[config.mk]
export PLATFORM = sky130hd
export DESIGN_NAME = stg_4_me
export DESIGN_NICKNAME = d
export VERILOG_FILES = /design/src/rtl/stg_4_me_pkg.sv /design/src/rtl/stg_4_me_print_fifo.sv /design/src/rtl/stg_4_me.sv
export SDC_FILE = /design/constraint.sdc
export NUM_CORES = 1
export LEC_CHECK = 0
export BUFFER_PORTS_ARGS = -buffer_cell sky130_fd_sc_hd__buf_2
export CAP_MARGIN = 20
export CELL_PAD_IN_SITES_DETAIL_PLACEMENT = 1
export CELL_PAD_IN_SITES_GLOBAL_PLACEMENT = 1
export CORE_MARGIN = 8
export CORE_UTILIZATION = 40
export DETAILED_ROUTE_END_ITERATION = 8
export PLACE_DENSITY_LB_ADDON = 0.1
export SYNTH_ARGS = -nofsm -noshare
export SYNTH_HDL_FRONTEND = slang
export SYNTH_HIERARCHICAL = 1
export SYNTH_SLANG_ARGS = --single-unit
[constraint.sdc]
create_clock -name clock -period 3.35 [get_ports clock]
set_input_delay 0.5025 -clock clock [delete_from_list [all_inputs] [get_ports clock]]
set_output_delay 0.5025 -clock clock [all_outputs]
set_load 0.02 [all_outputs]
[src/rtl/stg_4_me_pkg.sv]
// Shared constants for the memory/print stage: datapath widths and print FIFO defaults.
package stg_4_me_pkg;
  localparam int VALUE_W         = 32;
  localparam int REG_ADDR_W      = 5;
  localparam int PRINT_DEPTH_DEF = 8;
  localparam int OVF_W_DEF       = 8;
endpackage

[src/rtl/stg_4_me_print_fifo.sv]
// Print queue storage: RAM, wrapping read/write pointers and occupancy counter.
// The caller gates push/pop, so this block never sees a push while full without a pop.
module print_fifo #(
  parameter int W     = 32,
  parameter int DEPTH = 8
) (
  input  logic                     clock,
  input  logic                     reset,
  input  logic                     push,
  input  logic [W-1:0]             wdata,
  input  logic                     pop,
  output logic [W-1:0]             rdata,
  output logic [$clog2(DEPTH):0]   count
);
  localparam int AW = $clog2(DEPTH);

  logic [W-1:0]  mem [DEPTH];
  logic [AW-1:0] wr_ptr;
  logic [AW-1:0] rd_ptr;

  // NOTE: storage has no reset; occupancy alone decides which entries are live,
  // so clearing the RAM would only cost flops and reset fan-out.
  always_ff @(posedge clock) begin
    if (push) mem[wr_ptr] <= wdata;
  end

  // NOTE: all sequential state uses non-blocking assignments so every register
  // samples pre-edge values regardless of statement order.
  always_ff @(posedge clock or negedge reset) begin
    if (!reset) begin
      wr_ptr <= '0;
      rd_ptr <= '0;
      count  <= '0;
    end else begin
      if (push) wr_ptr <= wr_ptr + 1'b1;
      if (pop)  rd_ptr <= rd_ptr + 1'b1;
      if (push && !pop)      count <= count + 1'b1;
      else if (pop && !push) count <= count - 1'b1;
    end
  end

  // Head read is combinational from the registered RAM, so a push shows up one cycle later.
  assign rdata = mem[rd_ptr];
endmodule

[src/rtl/stg_4_me.sv]
// Memory/print stage: registers EX results for writeback and queues print requests
// into a small FIFO drained over a valid/ready port, counting dropped prints.
module stg_4_me
  import stg_4_me_pkg::*;
#(
  parameter int PRINT_DEPTH = PRINT_DEPTH_DEF,
  parameter int OVF_W       = OVF_W_DEF
) (
  input  logic                         clock,
  input  logic                         reset,
  input  logic [REG_ADDR_W-1:0]        r_me_rd,
  input  logic [VALUE_W-1:0]           r_me_aluout,
  input  logic                         r_me_aluzero,
  input  logic                         r_me_RegWrite,
  input  logic                         r_me_PrintValue,
  input  logic                         print_ready,
  output logic [REG_ADDR_W-1:0]        r_wb_rd,
  output logic [VALUE_W-1:0]           r_wb_value,
  output logic                         r_wb_aluzero,
  output logic                         r_wb_RegWrite,
  output logic                         print_valid,
  output logic [VALUE_W-1:0]           print_data,
  output logic [$clog2(PRINT_DEPTH):0] print_count,
  output logic [OVF_W-1:0]             print_overflow
);
  localparam int CNT_W = $clog2(PRINT_DEPTH) + 1;

  logic full;
  logic push;
  logic pop;
  logic drop;

  assign print_valid = (print_count != '0);
  assign full        = (print_count == CNT_W'(PRINT_DEPTH));
  assign pop         = print_valid & print_ready;
  // A pop frees the slot this cycle, so a full FIFO can still accept a push.
  assign push        = r_me_PrintValue & (~full | pop);
  assign drop        = r_me_PrintValue & full & ~pop;

  always_ff @(posedge clock or negedge reset) begin
    if (!reset) begin
      r_wb_rd       <= '0;
      r_wb_value    <= '0;
      r_wb_aluzero  <= 1'b0;
      r_wb_RegWrite <= 1'b0;
    end else begin
      r_wb_rd       <= r_me_rd;
      r_wb_value    <= r_me_aluout;
      r_wb_aluzero  <= r_me_aluzero;
      r_wb_RegWrite <= r_me_RegWrite;
    end
  end

  always_ff @(posedge clock or negedge reset) begin
    if (!reset) begin
      print_overflow <= '0;
    end else if (drop && (print_overflow != {OVF_W{1'b1}})) begin
      print_overflow <= print_overflow + 1'b1;
    end
  end

  print_fifo #(
    .W     (VALUE_W),
    .DEPTH (PRINT_DEPTH)
  ) u_print_fifo (
    .clock (clock),
    .reset (reset),
    .push  (push),
    .wdata (r_me_aluout),
    .pop   (pop),
    .rdata (print_data),
    .count (print_count)
  );
endmodule
==> results.txt <==
Status = finished clean
Worst IR Drop VDD = 454.7 µV
Routed Antenna Nets = 0
Switching share of power = 30.42%
Most used routing layer = met2
Sequential power share = 42.4%
Pwr Density = 876.4 mW/mm²
Routed WL per cell = 23.22 µm
Combinational share of power = 28.5%
Clock Path Buffers = 3
Synth Area in XOR/XNOR = 0.5968%
Die width = 187.3 µm
Total power = 0.01236 W
Internal Power = 0.008598 W
Starting Density = 40.80%
Crit path max fanout = 22
Slew headroom = 40.08%
Vias in the first global route = 6473
Total iterations of the first detailed-routing run = 4
DP HPWL = 15250 µm
Worst skew pair latency = 0.51 ns
Post-synth top area share = 65.47%
Power share of the clock group = 29.0%
Ys async rst share = 18.21%
Via/cell ratio = 5.099
Clk root buf = clkbuf_16
Max-cap violations = 0
Period utilization = 92.33%
RSZ-0062 raised after global routing = no
Min Tclk post-route = 3.093 ns
Global-route track usage on met3 = 3.393%
Cell count after synthesis = 512
Core area = 0.02878 mm²
Die height = 187.3 µm
DRT iter0 DRCs = 208
Crit-path cells = buf_4 > mux4_1 > mux2_2 > buf_2
Post-CTS setup buffer count = 0
Setup TNS = 0 ns
Worst hold slack = 0.09669 ns
Max Freq = 323.3 MHz
Grt total ovfl = 0
Rows = 62
Clock transition at path regs = 0.06 ns
Hold Fails Final Rpt = 0
N_diodes = 0
Design Area, Final = 0.01410 mm²
DR DRC count = 0
Largest area contributor in the netlist = edfxtp_1
Final-report setup violation count = 0
Most frequent cells in the layout = 256 x edfxtp_1, 125 x buf_2, 54 x dfrtp_1
Commonest non-fill, non-tap cell in the layout = edfxtp_1
P_leak = 5.023 nW
Mapped Nets = 562
M2 GR Usage = 25.45%
Final cell count without fillers = 1086
First-pass GRT wire length = 39160 µm
CP peak stage delay = 0.70 ns
Sequential share of the synthesized area = 77.62%
Dpl cells = 1022
GPL Wtd Cong = 0.7159
Slew of the pin with the lowest slew margin = 0.8959 ns
Skew final = 0.01437 ns
Port bufs = 126
Hold buffer count at cts = 0
CTS tree = done
Yosys warning total = 6
Synth Register Bits = 313
Area growth syn-to-layout = 20.10%
Largest cells by area after synthesis = edfxtp_1 65%, dfrtp_1 12%, mux4_2 7.5%
Largest family of logic cells by synthesized area = multiplexers
Yosys cell types = 39
Max Slew Vio Count = 0
Post-Synth Adder-Cell Area = 0.8099%
Critical-path top delay cell = dfrtp_4
CTS buffer count = 35
Post-synth top flop = edfxtp_1
Met1 global-route usage = 17.98%
Resize count post-CTS = 0
CP endpoint kind = primary output
Crit path DAT = 2.59 ns
Number of synthesized flops with an enable pin = 256
Initial antenna violation count = 0
Clock sink count = 313
Via count = 5537
Boundary Pins = 127
Nets = 725
Mapped cell area = 0.01174 mm²
P_sw = 0.003760 W
Post-synthesis mux area share = 16.71%
Total global-route track usage = 14.54%
Final WL = 25220 µm
Critical Path Source Type = register
H-tree depth = 2
Syn avg cell area = 22.93 µm²
Share of layout cells above drive strength 1 = 40.03%
Hold crit path type = in -> async
Pin count of the biggest net entering global routing = 58
Compound-cell area share of the yosys netlist = 0.9271%
WP data required = 2.85 ns
Dpl cell area = 0.01300 mm²
Synth Area in Simple Gates = 1.908%
Die ar. = 0.03509 mm²
Critical path class = reg -> out
==> cells in the mapped netlist (3+ instances only) <==
cell,number
a21oi_1,5
buf_2,6
clkbuf_1,7
dfrtp_1,57
edfxtp_1,256
ha_1,6
inv_1,5
mux2_2,35
mux4_1,25
mux4_2,39
nand2_1,10
nand2b_1,4
nand3_1,5
nor2_1,8
nor3_1,5
xnor2_1,5
xor2_1,3
==> area by class of cell <==
type | instances | area (µm²)
multi-input combinational | 175 | 2527
clock buffer | 56 | 1046
inverter | 5 | 18.77
fill | 2611 | 14680
sequential | 313 | 9123
clock inverter | 8 | 55.05
timing repair buffer | 145 | 850.8
tap | 384 | 480.5
==> stage by stage <==
stage / setup WS (ns) / util (%)
after floorplan: 0.4296 / -
after global placement: 0.5505 / 45.17
after detailed placement: 0.4019 / 45.17
after CTS: 0.1944 / 49.00
after global routing: 0.1136 / 49.00
final: 0.2570 / 49.00
==> logic make-up (layout without fill, tap and decap cells) <==
kind of cell	after synthesis	count (layout)
AOI/OAI and AO/OA	16	16
adders and majority gates	7	7
muxes	102	102
xor gates and xnor gates	8	8
and+or+nand+nor	42	42
buffers and inverters	24	214
DFF	313	313
==> worst max-delay path, delay by kind of cell (launching register included) <==
| family | cells | cell delay, ns |
|---|---|---|
| buffers and inverters | 2 | 0.48 |
| flip-flops | 1 | 0.70 |
| multiplexers | 2 | 0.87 |
==> state kept, by name (all words and copies together) (netlist names) <==
register and count:
r_wb_RegWrite 1, u_print_fifo/mem 256, r_wb_value 32, u_print_fifo/wr_ptr 3, u_print_fifo/rd_ptr 3, u_print_fifo/count 4, r_wb_rd 5, r_wb_aluzero 1
print_overflow 8
==> path summary, 6_finish.rpt <==
path / slack [ns] / endpoint / from / cells after the start
hold / removal: 0.1 / r_wb_value[25]$_DFF_PN0_ / reset / 1
min in group clock: 0.10 / r_wb_aluzero$_DFF_PN0_ / r_me_aluzero / 1
setup / recovery: 0.26 / print_data[16] / u_print_fifo/rd_ptr[0]$_DFFE_PN0P_ / 4
max in group asynchronous: 2.59 / u_print_fifo/rd_ptr[1]$_DFFE_PN0P_ / reset / 1
setup reg to reg: 0.39 / u_print_fifo/count[3]$_DFFE_PN0P_ / u_print_fifo/count[0]$_DFFE_PN0P_ / 10
hold reg to reg: 0.53 / print_overflow[0]$_DFFE_PN0P_ / print_overflow[0]$_DFFE_PN0P_ / 1
==> metal layers <==
| layer | vias to the layer above | part of all wire (%) |
|---|---|---|
| met5 | - | 0 |
| met4 | 0 | 1.4 |
| met3 | 32 | 4.7 |
| met2 | 114 | 51 |
| met1 | 2933 | 43 |
| li1 | 2458 | - |
==> power by group through the flow <==
stage,logic [W],clock network (W),registers (W)
6_report,0.00352,0.00359,0.00525
2_1_floorplan,0.00256,0,0.00510
3_3_place_gp,0.00358,0,0.00530
5_1_grt,0.00381,0.00385,0.00532
3_5_place_dp,0.00362,0,0.00534
4_1_cts,0.00363,0.00371,0.00527
Note: power is estimated with default switching activity, not from simulation.
